## src/rtl/uart_receiver_if.sv

```systemverilog
// -----------------------------------------------------------------------------
// uart_receiver_if
// Byte-side bundle of the UART receive stage. The receiver is the master: it
// produces bytes and status pulses. The consumer (for example the memory-mapped
// IO block) is the slave: it returns DataOutReady to pop a byte.
//   DataOut       received byte, stable while DataOutValid=1
//   DataOutValid  a byte is available
//   DataOutReady  consumer accepts the byte
//   FramingError  one-cycle pulse, stop bit sampled low
//   Overrun       one-cycle pulse, good frame dropped because a byte was pending
//   ParityError   one-cycle pulse, even-parity check failed
//                 (present only when UART_RX_PARITY_EN is defined)
// -----------------------------------------------------------------------------
interface uart_receiver_if;
  logic [7:0] DataOut;
  logic       DataOutValid;
  logic       DataOutReady;
  logic       FramingError;
  logic       Overrun;
`ifdef UART_RX_PARITY_EN
  logic       ParityError;

  modport master (output DataOut, DataOutValid, FramingError, Overrun, ParityError,
                  input  DataOutReady);
  modport slave  (input  DataOut, DataOutValid, FramingError, Overrun, ParityError,
                  output DataOutReady);
`else
  modport master (output DataOut, DataOutValid, FramingError, Overrun,
                  input  DataOutReady);
  modport slave  (input  DataOut, DataOutValid, FramingError, Overrun,
                  output DataOutReady);
`endif
endinterface

```

## src/rtl/uart_receiver.sv

```systemverilog
// -----------------------------------------------------------------------------
// uart_receiver
// Serial-to-parallel UART receive stage. Recovers 8N1 frames from SIn and
// presents each byte on a ready/valid port.
// Optional feature macro: UART_RX_PARITY_EN. When defined, the receiver
// expects one even-parity bit between the data bits and the stop bit, and
// drives ParityError on the interface.
// Ports:
//   Clock    in   system clock, rising-edge active
//   Reset_n  in   asynchronous active-low reset
//   SIn      in   serial line, idle high, asynchronous to Clock
//   rx_o     uart_receiver_if.master: DataOut, DataOutValid, DataOutReady,
//            FramingError, Overrun (and ParityError when enabled)
// Parameters:
//   ClockFreq  system clock frequency in Hz
//   BaudRate   serial bit rate
// -----------------------------------------------------------------------------
module uart_receiver #(
  parameter int ClockFreq = 50_000_000,
  parameter int BaudRate  = 115_200
) (
  input  logic            Clock,
  input  logic            Reset_n,
  input  logic            SIn,
  uart_receiver_if.master rx_o
);

  localparam int SymbolTicks = ClockFreq / BaudRate;
  localparam int SampleTicks = SymbolTicks / 2;
  localparam int CntW        = (SymbolTicks > 1) ? $clog2(SymbolTicks) : 1;
  localparam logic [CntW-1:0] SymbolLast = CntW'(SymbolTicks - 1);
  localparam logic [CntW-1:0] SampleLast = CntW'(SampleTicks - 1);

  typedef enum logic [2:0] {
    IDLE,
    START,
    DATA,
`ifdef UART_RX_PARITY_EN
    PARITY,
`endif
    STOP
  } state_e;

  state_e          state_q;
  logic [1:0]      sync_q;
  logic [CntW-1:0] cnt_q;
  logic [2:0]      bit_idx_q;
  logic [7:0]      shift_q;
  logic [7:0]      data_q;
  logic            valid_q;
  logic            ferr_q;
  logic            ovr_q;
  logic            wait_high_q;

  logic rx_s;
  logic sym_wrap_d;
  logic pop_d;
  logic par_bad_d;

  // All decisions use the second synchronizer flop; its latency is not
  // compensated, so every sample point simply lands two cycles later.
  assign rx_s       = sync_q[1];
  assign sym_wrap_d = (cnt_q == SymbolLast);
  assign pop_d      = valid_q & rx_o.DataOutReady;

`ifdef UART_RX_PARITY_EN
  logic par_bit_q;
  logic perr_q;
  // Even parity: data bits plus parity bit must XOR to zero.
  assign par_bad_d        = ^{shift_q, par_bit_q};
  assign rx_o.ParityError = perr_q;
`else
  assign par_bad_d = 1'b0;
`endif

  assign rx_o.DataOut      = data_q;
  assign rx_o.DataOutValid = valid_q;
  assign rx_o.FramingError = ferr_q;
  assign rx_o.Overrun      = ovr_q;

  always_ff @(posedge Clock or negedge Reset_n) begin
    if (!Reset_n) begin
      state_q     <= IDLE;
      sync_q      <= 2'b11;
      cnt_q       <= '0;
      bit_idx_q   <= '0;
      shift_q     <= '0;
      data_q      <= '0;
      valid_q     <= 1'b0;
      ferr_q      <= 1'b0;
      ovr_q       <= 1'b0;
      wait_high_q <= 1'b0;
`ifdef UART_RX_PARITY_EN
      par_bit_q   <= 1'b0;
      perr_q      <= 1'b0;
`endif
    end else begin
      sync_q <= {sync_q[0], SIn};
      ferr_q <= 1'b0;
      ovr_q  <= 1'b0;
`ifdef UART_RX_PARITY_EN
      perr_q <= 1'b0;
`endif
      // A pop clears valid unless a new byte loads in the same cycle below.
      if (pop_d) valid_q <= 1'b0;

      case (state_q)
        IDLE: begin
          cnt_q <= '0;
          // After a framing error the line must return high before we arm
          // again, so a held-low break reports only one error.
          if (wait_high_q) begin
            if (rx_s) wait_high_q <= 1'b0;
          end else if (!rx_s) begin
            state_q <= START;
          end
        end

        START: begin
          if (cnt_q == SampleLast) begin
            cnt_q     <= '0;
            bit_idx_q <= '0;
            state_q   <= rx_s ? IDLE : DATA;
          end else begin
            cnt_q <= cnt_q + 1'b1;
          end
        end

        DATA: begin
          if (sym_wrap_d) begin
            cnt_q              <= '0;
            shift_q[bit_idx_q] <= rx_s;
            bit_idx_q          <= bit_idx_q + 1'b1;
            if (bit_idx_q == 3'd7) begin
`ifdef UART_RX_PARITY_EN
              state_q <= PARITY;
`else
              state_q <= STOP;
`endif
            end
          end else begin
            cnt_q <= cnt_q + 1'b1;
          end
        end

`ifdef UART_RX_PARITY_EN
        PARITY: begin
          if (sym_wrap_d) begin
            cnt_q     <= '0;
            par_bit_q <= rx_s;
            state_q   <= STOP;
          end else begin
            cnt_q <= cnt_q + 1'b1;
          end
        end
`endif

        STOP: begin
          if (sym_wrap_d) begin
            cnt_q   <= '0;
            state_q <= IDLE;
`ifdef UART_RX_PARITY_EN
            if (par_bad_d) perr_q <= 1'b1;
`endif
            if (!rx_s) begin
              ferr_q      <= 1'b1;
              wait_high_q <= 1'b1;
            end else if (!par_bad_d) begin
              // A pop in this same cycle frees the slot, so it is not an overrun.
              if (!valid_q || pop_d) begin
                data_q  <= shift_q;
                valid_q <= 1'b1;
              end else begin
                ovr_q <= 1'b1;
              end
            end
          end else begin
            cnt_q <= cnt_q + 1'b1;
          end
        end

        default: state_q <= IDLE;
      endcase
    end
  end

endmodule

```

## src/flat_wrapper.sv

```systemverilog
// flat-port wrapper written by rule: the top's interface ports become plain ports
module uart_receiver_flat 
#(
  parameter int ClockFreq = 50_000_000,
  parameter int BaudRate  = 115_200
)
  (Clock, Reset_n, SIn, rx_o_DataOut, rx_o_DataOutValid, rx_o_FramingError, rx_o_Overrun, rx_o_DataOutReady);
  uart_receiver_if rx_o_i ();
  input  logic Clock;
  input  logic Reset_n;
  input  logic SIn;
  output wire logic [$bits(rx_o_i.DataOut)-1:0] rx_o_DataOut;
  output wire logic [$bits(rx_o_i.DataOutValid)-1:0] rx_o_DataOutValid;
  output wire logic [$bits(rx_o_i.FramingError)-1:0] rx_o_FramingError;
  output wire logic [$bits(rx_o_i.Overrun)-1:0] rx_o_Overrun;
  input wire logic [$bits(rx_o_i.DataOutReady)-1:0] rx_o_DataOutReady;
  assign rx_o_DataOut = rx_o_i.DataOut;
  assign rx_o_DataOutValid = rx_o_i.DataOutValid;
  assign rx_o_FramingError = rx_o_i.FramingError;
  assign rx_o_Overrun = rx_o_i.Overrun;
  assign rx_o_i.DataOutReady = rx_o_DataOutReady;
  uart_receiver #(.ClockFreq(ClockFreq), .BaudRate(BaudRate)) u_core (.Clock(Clock), .Reset_n(Reset_n), .SIn(SIn), .rx_o(rx_o_i));
endmodule
```

## config.mk

```make
export PLATFORM = sky130hd
export DESIGN_NAME = uart_receiver_flat
export DESIGN_NICKNAME = d
export VERILOG_FILES = /design/src/rtl/uart_receiver_if.sv /design/src/rtl/uart_receiver.sv /design/src/flat_wrapper.sv
export SDC_FILE = /design/constraint.sdc
export NUM_CORES = 1
export LEC_CHECK = 0
export BUFFER_PORTS_ARGS = -buffer_cell sky130_fd_sc_hd__buf_4
export CAP_MARGIN = 0
export CORE_ASPECT_RATIO = 0.8
export CORE_UTILIZATION = 63
export CTS_BUF_LIST = sky130_fd_sc_hd__clkbuf_4 sky130_fd_sc_hd__clkbuf_8 sky130_fd_sc_hd__clkbuf_16
export CTS_CLUSTER_DIAMETER = 50
export DETAILED_ROUTE_END_ITERATION = 7
export PLACE_DENSITY = 0.83
export REMOVE_ABC_BUFFERS = 1
export SLEW_MARGIN = 20
export SYNTH_ARGS = -nofsm -noshare
export SYNTH_HDL_FRONTEND = slang
export SYNTH_SLANG_ARGS = --single-unit
```

## constraint.sdc

```tcl
create_clock -name Clock -period 4.21 [get_ports Clock]
set_input_delay 0.2105 -clock Clock [delete_from_list [all_inputs] [get_ports Clock]]
set_output_delay 0.2105 -clock Clock [all_outputs]
set_load 0.01 [all_outputs]
```

==> results.yml, run 1 <==
yosys:
  synthCells: 154
  ys_seq_area_share_pct: 51.0
  synth_edf_count: 0
  synth_area_um2: 1770
  synth_top_family_by_area: "simple AND/OR/NAND/NOR gates"
  synth_ff_type: "dfrtp_1"
  ys_warn_count: 0
  yosysUniqueCellTypes: 36
  synth_area_per_cell_um2: 11.5
  async_reset_ff_share_pct: 100
  yosysTopAreaCell: "dfrtp_1"
  synth-adder-area-share_pct: 7.06
  synthMuxAreaShare_pct: 10.2
  synth_xor_area_share_pct: 3.46
  synth-simple-area-share_pct: 19.2
  synth_top_area_share_pct: 48.0
  ys_seq_elements: 36
  synthTopCellsByArea: "dfrtp_1, mux2_2, ha_1, nor2_1, dfstp_2"
  synth-compound-area-share_pct: 6.77
hold_path:
  min-delay-path-class: "primary input to register"
  hold_depth: 3
critical_path:
  worstPathCellList: "inv_1 -> ha_1 -> and4bb_2 -> nand2_4 -> nor3b_4 -> mux2_2"
  cp_max_fo: 8
  arrival_ns: 2.20
  reg2regPathDepth: 6
  cp_slowest_cell: "nor3b_4"
  max_stage_delay_ns: 0.43
  cp-end-kind: "register"
  critical_path_class: "register to register"
  cp-start-kind: "register"
  required_ns: 4.44
layout:
  drive_above_1_share_pct: 26.4
  seq_area_um2: 903
  diodes: 0
  nNetsFinal: 188
  layout_common_cells: "dfrtp_1, mux2_2, nor2_1"
  mostFrequentLayoutCell: "dfrtp_1"
  num-fill-cells: 164
  multi_input_area_um2: 827
  postLayoutCoreUtil_pct: 77.9
  syn2layout_area_growth_pct: 12.6
  instances_no_fill: 210
floorplanning:
  die_area_um2: 3030
  die_x_um: 61.3
  coreArea_um2: 2560
  num_rows: 16
  io_pins: 15
  initial_core_util_pct: 69.2
  die_h_um: 49.5
grt:
  grt_overflow_total: 0
  grt.total_usage_pct: 25.6
  antenna_found_initial: 0
  grt_pass1_wl_mm: 5.46
  grt_max_degree: 37
  grt_pass1_vias: 1239
power:
  powerDensity_nw_per_um2: 279
  vdd_drop_max_uv: 268
  leakagePower_nw: 0.970
timing:
  max_freq_mhz: 509
  min_period_ns: 1.97
  rsz0062_at_grt: "false"
  fin_skew_ns: 0.00443
  fin_tns_setup_ns: 0
  max-slew-margin-rel_pct: 60.2
  maxSlewViolCount: 0
  fin_hold_ws_ns: 0.220
  hold_viol: 0
  period_share_pct: 46.7
  setup_viol: 0
  tightest_slew_ns: 0.596
route:
  drt_pass1_iterations: 4
  drtIter0Drc: 52
  via_count: 1201
  drc: 0
  ant_nets: 0
  wl_per_cell_um: 15.4
  via_per_inst: 5.72
  wl_mm: 3.24
clock_tree:
  clockBufferDepth: 2
  cts_max_level: 2
  cts_tree: "done"
  cts_made_buffers: 5
  root_buffer: "clkbuf_4"
  clkSinkCount: 36
  postCtsSetupBuffers: 0
  clk_latency_ns: 0.34
  clkSlewWorstSetupHoldPaths_ns: 0.10
run_status:
  outcome: "finished, final reports clean"
place:
  dpl.hpwl_mm: 2.31
  place_inst: 201
  io_buffers: 14
  gp_congestion: 0.818
job:
  drv_cap: 0
-- timing repair --
item	CTS	global route
hold buffers	2	0
hold endpoints to repair	35	0
gates resized for setup	0	0
-- cell usage after synthesis, types with 2 or more instances --
cell / n
xnor2_1: 5
mux2_2: 16
ha_1: 10
nor3_1: 2
o41ai_1: 2
nand2b_1: 6
nor2b_1: 2
nand4b_1: 3
o21ai_0: 7
dfstp_2: 2
nand2_1: 5
xor2_1: 2
o211ai_1: 3
nand4_1: 3
and3_1: 2
and4bb_2: 2
dfrtp_1: 34
nor2_1: 15
o31ai_1: 2
clkbuf_1: 2
nand3_1: 7
inv_1: 8
-- report_power, final --
part	internal (mW)	switching (mW)
Clock	0.0946	0.103
Sequential	0.347	0.00183
Combinational	0.00341	0.00724
-- layer usage --
| layer | vias to the layer above | share of wire, % | wire length, µm | track usage (%) |
|---|---|---|---|---|
| met5 | - | 0 | 0 | 0 |
| met4 | 0 | 1.7 | 55 | 10.6 |
| met3 | 9 | 4.1 | 133 | 7.87 |
| met2 | 27 | 46 | 1490 | 38.0 |
| met1 | 582 | 48 | 1560 | 34.6 |
| li1 | 583 | - | - | - |
-- state kept, by name (all words and copies together), names as in the netlist --
| name | count |
|---|---|
| u_core.bit_idx_q | 3 |
| u_core.cnt_q | 9 |
| u_core.rx_o.DataOut | 8 |
| u_core.rx_o.DataOutValid | 1 |
| u_core.rx_o.FramingError | 1 |
| u_core.rx_o.Overrun | 1 |
| u_core.shift_q | 8 |
| u_core.state_q | 2 |
| u_core.sync_q | 2 |
| u_core.wait_high_q | 1 |
-- metrics by stage --
stage                     worst slack (ns)  instance area, µm²  power [mW]
after detailed placement              2.24                1910       0.365
after CTS                             2.23                2000       0.564
after global placement                2.34                1910       0.365
after global routing                  2.10                2000       0.581
after floorplan                       2.45                1760       0.356
final                                 2.24                2000       0.558
-- worst paths after layout --
check	start	endpoint	slack, ns
worst max-delay path	u_core.cnt_q[1]$_DFFE_PN0P_	u_core.rx_o.DataOut[6]$_DFFE_PN0P_	2.24
worst min-delay path	rx_o_DataOutReady	u_core.rx_o.Overrun$_DFF_PN0_	0.22
worst max register to register	u_core.cnt_q[1]$_DFFE_PN0P_	u_core.rx_o.DataOut[6]$_DFFE_PN0P_	2.24
worst min register to register	u_core.sync_q[0]$_DFF_PN1_	u_core.sync_q[1]$_DFF_PN1_	0.37
max in group asynchronous	Reset_n	u_core.sync_q[0]$_DFF_PN1_	3.51
min in group asynchronous	Reset_n	u_core.cnt_q[4]$_DFFE_PN0P_	0.35
-- critical path: cells and delay by family, from the launching register on --
| kind | cells | cell delay (ns) |
|---|---|---|
| mux | 1 | 0.39 |
| simple gates | 3 | 0.84 |
| buf+inv | 1 | 0.09 |
| fa+ha+maj | 1 | 0.14 |
| flops | 1 | 0.41 |
-- layout make-up --
| cell class | count | share of cell area [%] |
|---|---|---|
| inverter | 8 | 1.50 |
| timing repair buffer | 16 | 6.27 |
| multi-input combinational | 107 | 41.4 |
| sequential | 36 | 45.3 |
| tap | 36 | 2.26 |
| clock buffer | 7 | 3.26 |
-- cells by family after synthesis --
| group | after synthesis |
|---|---|
| simple gates | 56 |
| flops | 36 |
| compound gates | 18 |
| mux | 16 |
| buf+inv | 11 |
| fa+ha+maj | 10 |
| xor+xnor | 7 |
No activity file was read; power rests on OpenSTA's default activity.
==> inputs of run 2 (changes only) <==
--- a/config.mk
+++ b/config.mk
@@ -8,11 +8,11 @@
 export BUFFER_PORTS_ARGS = -buffer_cell sky130_fd_sc_hd__buf_4
 export CAP_MARGIN = 0
 export CORE_ASPECT_RATIO = 0.8
-export CORE_UTILIZATION = 63
+export CORE_UTILIZATION = 52
 export CTS_BUF_LIST = sky130_fd_sc_hd__clkbuf_4 sky130_fd_sc_hd__clkbuf_8 sky130_fd_sc_hd__clkbuf_16
 export CTS_CLUSTER_DIAMETER = 50
 export DETAILED_ROUTE_END_ITERATION = 7
-export PLACE_DENSITY = 0.83
+export PLACE_DENSITY = 0.74
 export REMOVE_ABC_BUFFERS = 1
 export SLEW_MARGIN = 20
 export SYNTH_ARGS = -nofsm -noshare
==> constraint.sdc (replaced) <==
create_clock -name Clock -period 1.8 [get_ports Clock]
set_input_delay 0.09 -clock Clock [delete_from_list [all_inputs] [get_ports Clock]]
set_output_delay 0.09 -clock Clock [all_outputs]
set_load 0.01 [all_outputs]
==> run 2 against run 1 <==
Against the previous run:
- worst hold slack worse by 0.066 ns
- power grew to 2.5 times the previous value
- final cell count is 9.0% higher
- setup slack worse by 2.2 ns
- sequential share of layout area is 4.0 points lower
- global-route usage is 5.3 points lower
- final area is 9.8% higher
- fmax is 9.8% higher
- register-to-register slack worse by 2.2 ns
- count of clock-buffer cells in the layout is 2 lower
==> results.yml, run 2 (synthesized netlist as in run 1, its figures left out) <==
place:
  dpl.hpwl_mm: 2.48
  gp_congestion: 0.868
  io_buffers: 14
  place_inst: 215
layout:
  layout_common_cells: "dfrtp_1, buf_4, mux2_2, nor2_1, ha_1"
  instances_no_fill: 229
  largest_reg_flops: 9
  nNetsFinal: 202
  num-fill-cells: 234
  postLayoutCoreUtil_pct: 69.0
  diodes: 0
  mostFrequentLayoutCell: "dfrtp_1"
  largest_register: "u_core.cnt_q"
  drive_above_1_share_pct: 36.5
  syn2layout_area_growth_pct: 23.6
timing:
  rsz0062_at_grt: "true"
  period_share_pct: 99.5
  tightest_slew_ns: 0.453
  maxSlewViolCount: 0
  max_freq_mhz: 558
  hold_viol: 0
  min_period_ns: 1.79
  setup_viol: 0
  fin_hold_ws_ns: 0.154
  fin_skew_ns: 0.00512
  max-slew-margin-rel_pct: 69.8
  fin_tns_setup_ns: 0
critical_path:
  arrival_ns: 1.96
  cp_max_fo: 8
  critical_path_class: "register to register"
  cp-end-kind: "register"
  required_ns: 1.97
  cp-start-kind: "register"
route:
  wl_per_cell_um: 15.3
  drt_pass1_iterations: 5
  drtIter0Drc: 68
  via_per_inst: 5.57
  wl_mm: 3.50
  drc: 0
  via_count: 1275
  ant_nets: 0
clock_tree:
  clkSinkCount: 36
  cts_made_buffers: 5
  root_buffer: "clkbuf_8"
  clkSlewWorstSetupHoldPaths_ns: 0.07
  clockBufferDepth: 2
  cts_max_level: 2
  clk_latency_ns: 0.28
  cts_tree: "done"
floorplanning:
  coreArea_um2: 3180
  die_area_um2: 3650
  die_x_um: 67.3
  die_h_um: 54.2
  io_pins: 15
  num_rows: 18
  initial_core_util_pct: 55.8
grt:
  antenna_found_initial: 0
  grt_pass1_wl_mm: 5.33
  grt.total_usage_pct: 20.3
  grt_pass1_vias: 1193
  grt_max_degree: 37
  grt_overflow_total: 0
run_status:
  outcome: "finished, final reports clean"
power:
  powerDensity_nw_per_um2: 637
  vdd_drop_max_uv: 461
  total_power_mw: 1.39
  leakagePower_nw: 1.06
hold_path:
  min-delay-path-class: "primary input to register"
job:
  drv_cap: 0
-- run 2: cell types whose count changed in the layout (fill, tap and decap cells not counted), moves of 2 or more --
cell / change
clkbuf_8: +3
o41ai_1: -2
o41ai_2: +2
clkinv_2: +2
buf_4: +13
clkbuf_4: -5
-- run 2: worst max-delay path: stages (launching register included) --
cell      delay (ns)
dfrtp_1         0.40
inv_2           0.09
ha_4            0.11
and4bb_2        0.30
nand2_4         0.08
nor3b_4         0.23
buf_12          0.15
mux2_2          0.33
-- run 2: layout make-up --
type | instances | area [µm²] | area share (%)
clock buffers | 5 | 68.8 | 3.14
clock inverters | 3 | 18.8 | 0.857
inverters | 8 | 30.0 | 1.37
multi-input cells | 107 | 877 | 40.0
flip-flops and latches | 36 | 903 | 41.2
well taps | 40 | 50.0 | 2.28
repair buffers | 30 | 243 | 11.1
-- run 2: layer usage --
layer | vias up | global-route usage, % | routed length (µm)
li1 | 617 | - | -
met1 | 637 | 27.6 | 1720
met2 | 19 | 32.8 | 1670
met3 | 2 | 5.00 | 95
met4 | 0 | 5.32 | 14
met5 | - | 0 | 0
-- run 2: final timing paths --
path / startpoint / to / slack (ns) / depth (start not counted)
setup / recovery: u_core.cnt_q[1]$_DFFE_PN0P_ / u_core.rx_o.DataOut[2]$_DFFE_PN0P_ / 0.009 / 7
hold / removal: rx_o_DataOutReady / u_core.rx_o.Overrun$_DFF_PN0_ / 0.15 / 3
setup reg to reg: u_core.cnt_q[1]$_DFFE_PN0P_ / u_core.rx_o.DataOut[2]$_DFFE_PN0P_ / 0.009 / 7
hold reg to reg: u_core.sync_q[0]$_DFF_PN1_ / u_core.sync_q[1]$_DFF_PN1_ / 0.36 / 0
max in group asynchronous: Reset_n / u_core.sync_q[1]$_DFF_PN1_ / 1.15 / 2
min in group asynchronous: Reset_n / u_core.cnt_q[5]$_DFFE_PN0P_ / 0.29 / 2
-- run 2: report_power, final --
group / total (mW) / switching [mW] / internal [mW]
clock network: 0.550 / 0.281 / 0.269
registers: 0.814 / 0.00110 / 0.813
logic: 0.0309 / 0.0215 / 0.00942
total: 1.39 / 0.304 / 1.09
-- run 2: per-stage QoR --
step / cell area (µm²) / setup WS [ns]
global placement: 2000 / 0.0575
CTS: 2120 / 0.00492
detailed placement: 2000 / -0.0222
floorplan: 1760 / 0.0400
finish: 2190 / 0.00885
global route: 2190 / -0.0407
-- run 2: what timing repair did --
item                                    4_1_cts  5_1_grt
setup buffers                                 1        3
hold buffers                                  2        0
gates resized for setup                       2        8
pin swaps                                     1        2
cloned                                        0        0
endpoints found under the setup margin        9       23
endpoints found under the hold margin        35        0
==> inputs of run 3 (changes only) <==
--- a/config.mk
+++ b/config.mk
@@ -8,11 +8,10 @@
 export BUFFER_PORTS_ARGS = -buffer_cell sky130_fd_sc_hd__buf_4
 export CAP_MARGIN = 0
 export CORE_ASPECT_RATIO = 0.8
-export CORE_UTILIZATION = 52
+export CORE_UTILIZATION = 30
 export CTS_BUF_LIST = sky130_fd_sc_hd__clkbuf_4 sky130_fd_sc_hd__clkbuf_8 sky130_fd_sc_hd__clkbuf_16
 export CTS_CLUSTER_DIAMETER = 50
 export DETAILED_ROUTE_END_ITERATION = 7
-export PLACE_DENSITY = 0.74
 export REMOVE_ABC_BUFFERS = 1
 export SLEW_MARGIN = 20
 export SYNTH_ARGS = -nofsm -noshare
==> run 3 against run 2 <==
Against the previous run:
- final cell count rose by 16%
- non-clock buffer count is 2 lower
- clock skew decreased by 0.0019 ns
- core utilization fell by 29 points
- sequential share of layout area decreased by 0.25 points
==> results.yml, run 3 (synthesized netlist as in run 1, its figures left out) <==
run_status:
  outcome: "finished, final reports clean"
layout:
  largest_reg_flops: 9
  diodes: 0
  mostFrequentLayoutCell: "dfrtp_1"
  drive_above_1_share_pct: 35.3
  instances_no_fill: 265
  largest_register: "u_core.cnt_q"
  fin_area_um2: 2210
  syn2layout_area_growth_pct: 24.5
  nNetsFinal: 200
  layout_common_cells: "dfrtp_1, buf_4, mux2_2"
grt:
  antenna_found_initial: 0
  grt_pass1_vias: 1264
  grt_overflow_total: 0
  grt_pass1_wl_mm: 6.09
  grt_max_degree: 37
  grt.total_usage_pct: 13.2
clock_tree:
  cts_tree: "done"
  cts_max_level: 2
  clkSlewWorstSetupHoldPaths_ns: 0.07
  clk_latency_ns: 0.29
  cts_made_buffers: 5
  clockBufferDepth: 2
  root_buffer: "clkbuf_8"
  clkSinkCount: 36
power:
  power_frac_comb_pct: 2.1
  p_clk_share_pct: 42.3
  power_frac_seq_pct: 55.6
  leakagePower_nw: 1.05
  total_power_mw: 1.46
  power_switching_mw: 0.300
  vdd_drop_max_uv: 283
  swShare_pct: 20.5
  powerDensity_nw_per_um2: 664
  p_int_mw: 1.16
timing:
  period_share_pct: 98.8
  tightest_slew_ns: 0.470
  max_freq_mhz: 562
  setup_slack_ns: 0.0219
  max-slew-margin-rel_pct: 68.7
  hold_viol: 0
  setup_viol: 0
  maxSlewViolCount: 0
  fin_skew_ns: 0.00318
  rsz0062_at_grt: "true"
  min_period_ns: 1.78
place:
  gp_congestion: 0.776
  place_inst: 254
  dpl.hpwl_mm: 2.50
  place_ws_ns: -0.00103
  dpl_cell_area_um2: 2060
  io_buffers: 14
route:
  wl_per_cell_um: 13.2
  via_per_inst: 4.68
  drc: 0
  drt_pass1_iterations: 4
  drtIter0Drc: 65
  via_count: 1239
  ant_nets: 0
  wl_mm: 3.50
critical_path:
  critical_path_class: "register to register"
  worstSetupStartpoint: "u_core.cnt_q[1]$_DFFE_PN0P_"
  crit_buf_inv: 2
  cp_slowest_cell: "dfrtp_1"
  worstPathCellList: "inv_2 -> ha_1 -> and4bb_2 -> nand2_4 -> nor3b_4 -> buf_12 -> mux2_2"
  cp-start-kind: "register"
  cp_max_fo: 8
  required_ns: 1.97
  max_stage_delay_ns: 0.39
  cp-end-kind: "register"
  r2r_start: "u_core.cnt_q[1]$_DFFE_PN0P_"
  arrival_ns: 1.95
  crit_family: "simple AND/OR/NAND/NOR gates"
hold_path:
  min-delay-path-class: "primary input to register"
  hp-start: "rx_o_DataOutReady"
job:
  drv_cap: 0
floorplanning:
  die_area_um2: 6220
  die_h_um: 70.8
  num_rows: 24
  die_x_um: 88.0
  io_pins: 15
  initial_core_util_pct: 31.7
  coreArea_um2: 5590
## run 3: worst paths after layout
| path | depth (start not counted) | to | slack [ns] |
|---|---|---|---|
| min | 3 | u_core.rx_o.Overrun$_DFF_PN0_ | 0.13 |
| min in group asynchronous | 2 | u_core.state_q[0]$_DFFE_PN0P_ | 0.30 |
| max in group asynchronous | 2 | u_core.sync_q[1]$_DFF_PN1_ | 1.15 |
| max reg2reg | 7 | u_core.rx_o.DataOut[5]$_DFFE_PN0P_ | 0.02 |
| max | 7 | u_core.rx_o.DataOut[5]$_DFFE_PN0P_ | 0.02 |
| min reg2reg | 0 | u_core.sync_q[1]$_DFF_PN1_ | 0.36 |
## run 3: final cells by class
class                      instances  area (µm²)
sequential                        36         905
multi-input combinational        107         850
inverter                           8        30.0
timing repair buffer              28         228
tap                               78        97.6
fill                             569        3380
clock buffer                       8        97.6
## run 3: power groups by stage
stage | Combinational [mW] | Clock, mW | Sequential [mW]
global placement | 0.0284 | 0 | 0.829
detailed placement | 0.0287 | 0 | 0.829
CTS | 0.0323 | 0.635 | 0.814
finish | 0.0305 | 0.620 | 0.814
floorplan | 0.00186 | 0 | 0.831
global route | 0.0365 | 0.696 | 0.813
## run 3: worst register-to-register path: stages (launching register included)
cell	delay (ns)
dfrtp_1	0.39
inv_2	0.06
ha_1	0.13
and4bb_2	0.29
nand2_4	0.09
nor3b_4	0.21
buf_12	0.15
mux2_2	0.33
## run 3: repair_timing
item,4_1_cts,5_1_grt
setup endpoints to repair,9,24
gates resized for setup,2,5
buffers inserted,0,1
pin swaps,2,1
hold buffers,2,0
hold endpoints to repair,35,0
## run 3: through the flow
step	utilization, %	hold slack (ns)	setup TNS [ns]
2_1_floorplan	-	-0.206	0
3_3_place_gp	36.9	0.0768	0
3_5_place_dp	36.9	0.0796	-0.00103
4_1_cts	39.1	0.126	0
5_1_grt	39.5	0.147	-0.753
6_report	39.5	0.130	0
## run 3: metal layers
metal  vias to the layer above  track usage, %  wire length (µm)
met4                         0            5.46                35
met5                         -               0                 0
met1                       603            19.2              1790
li1                        603               -                 -
met3                         4            3.50               178
met2                        29            18.4              1500
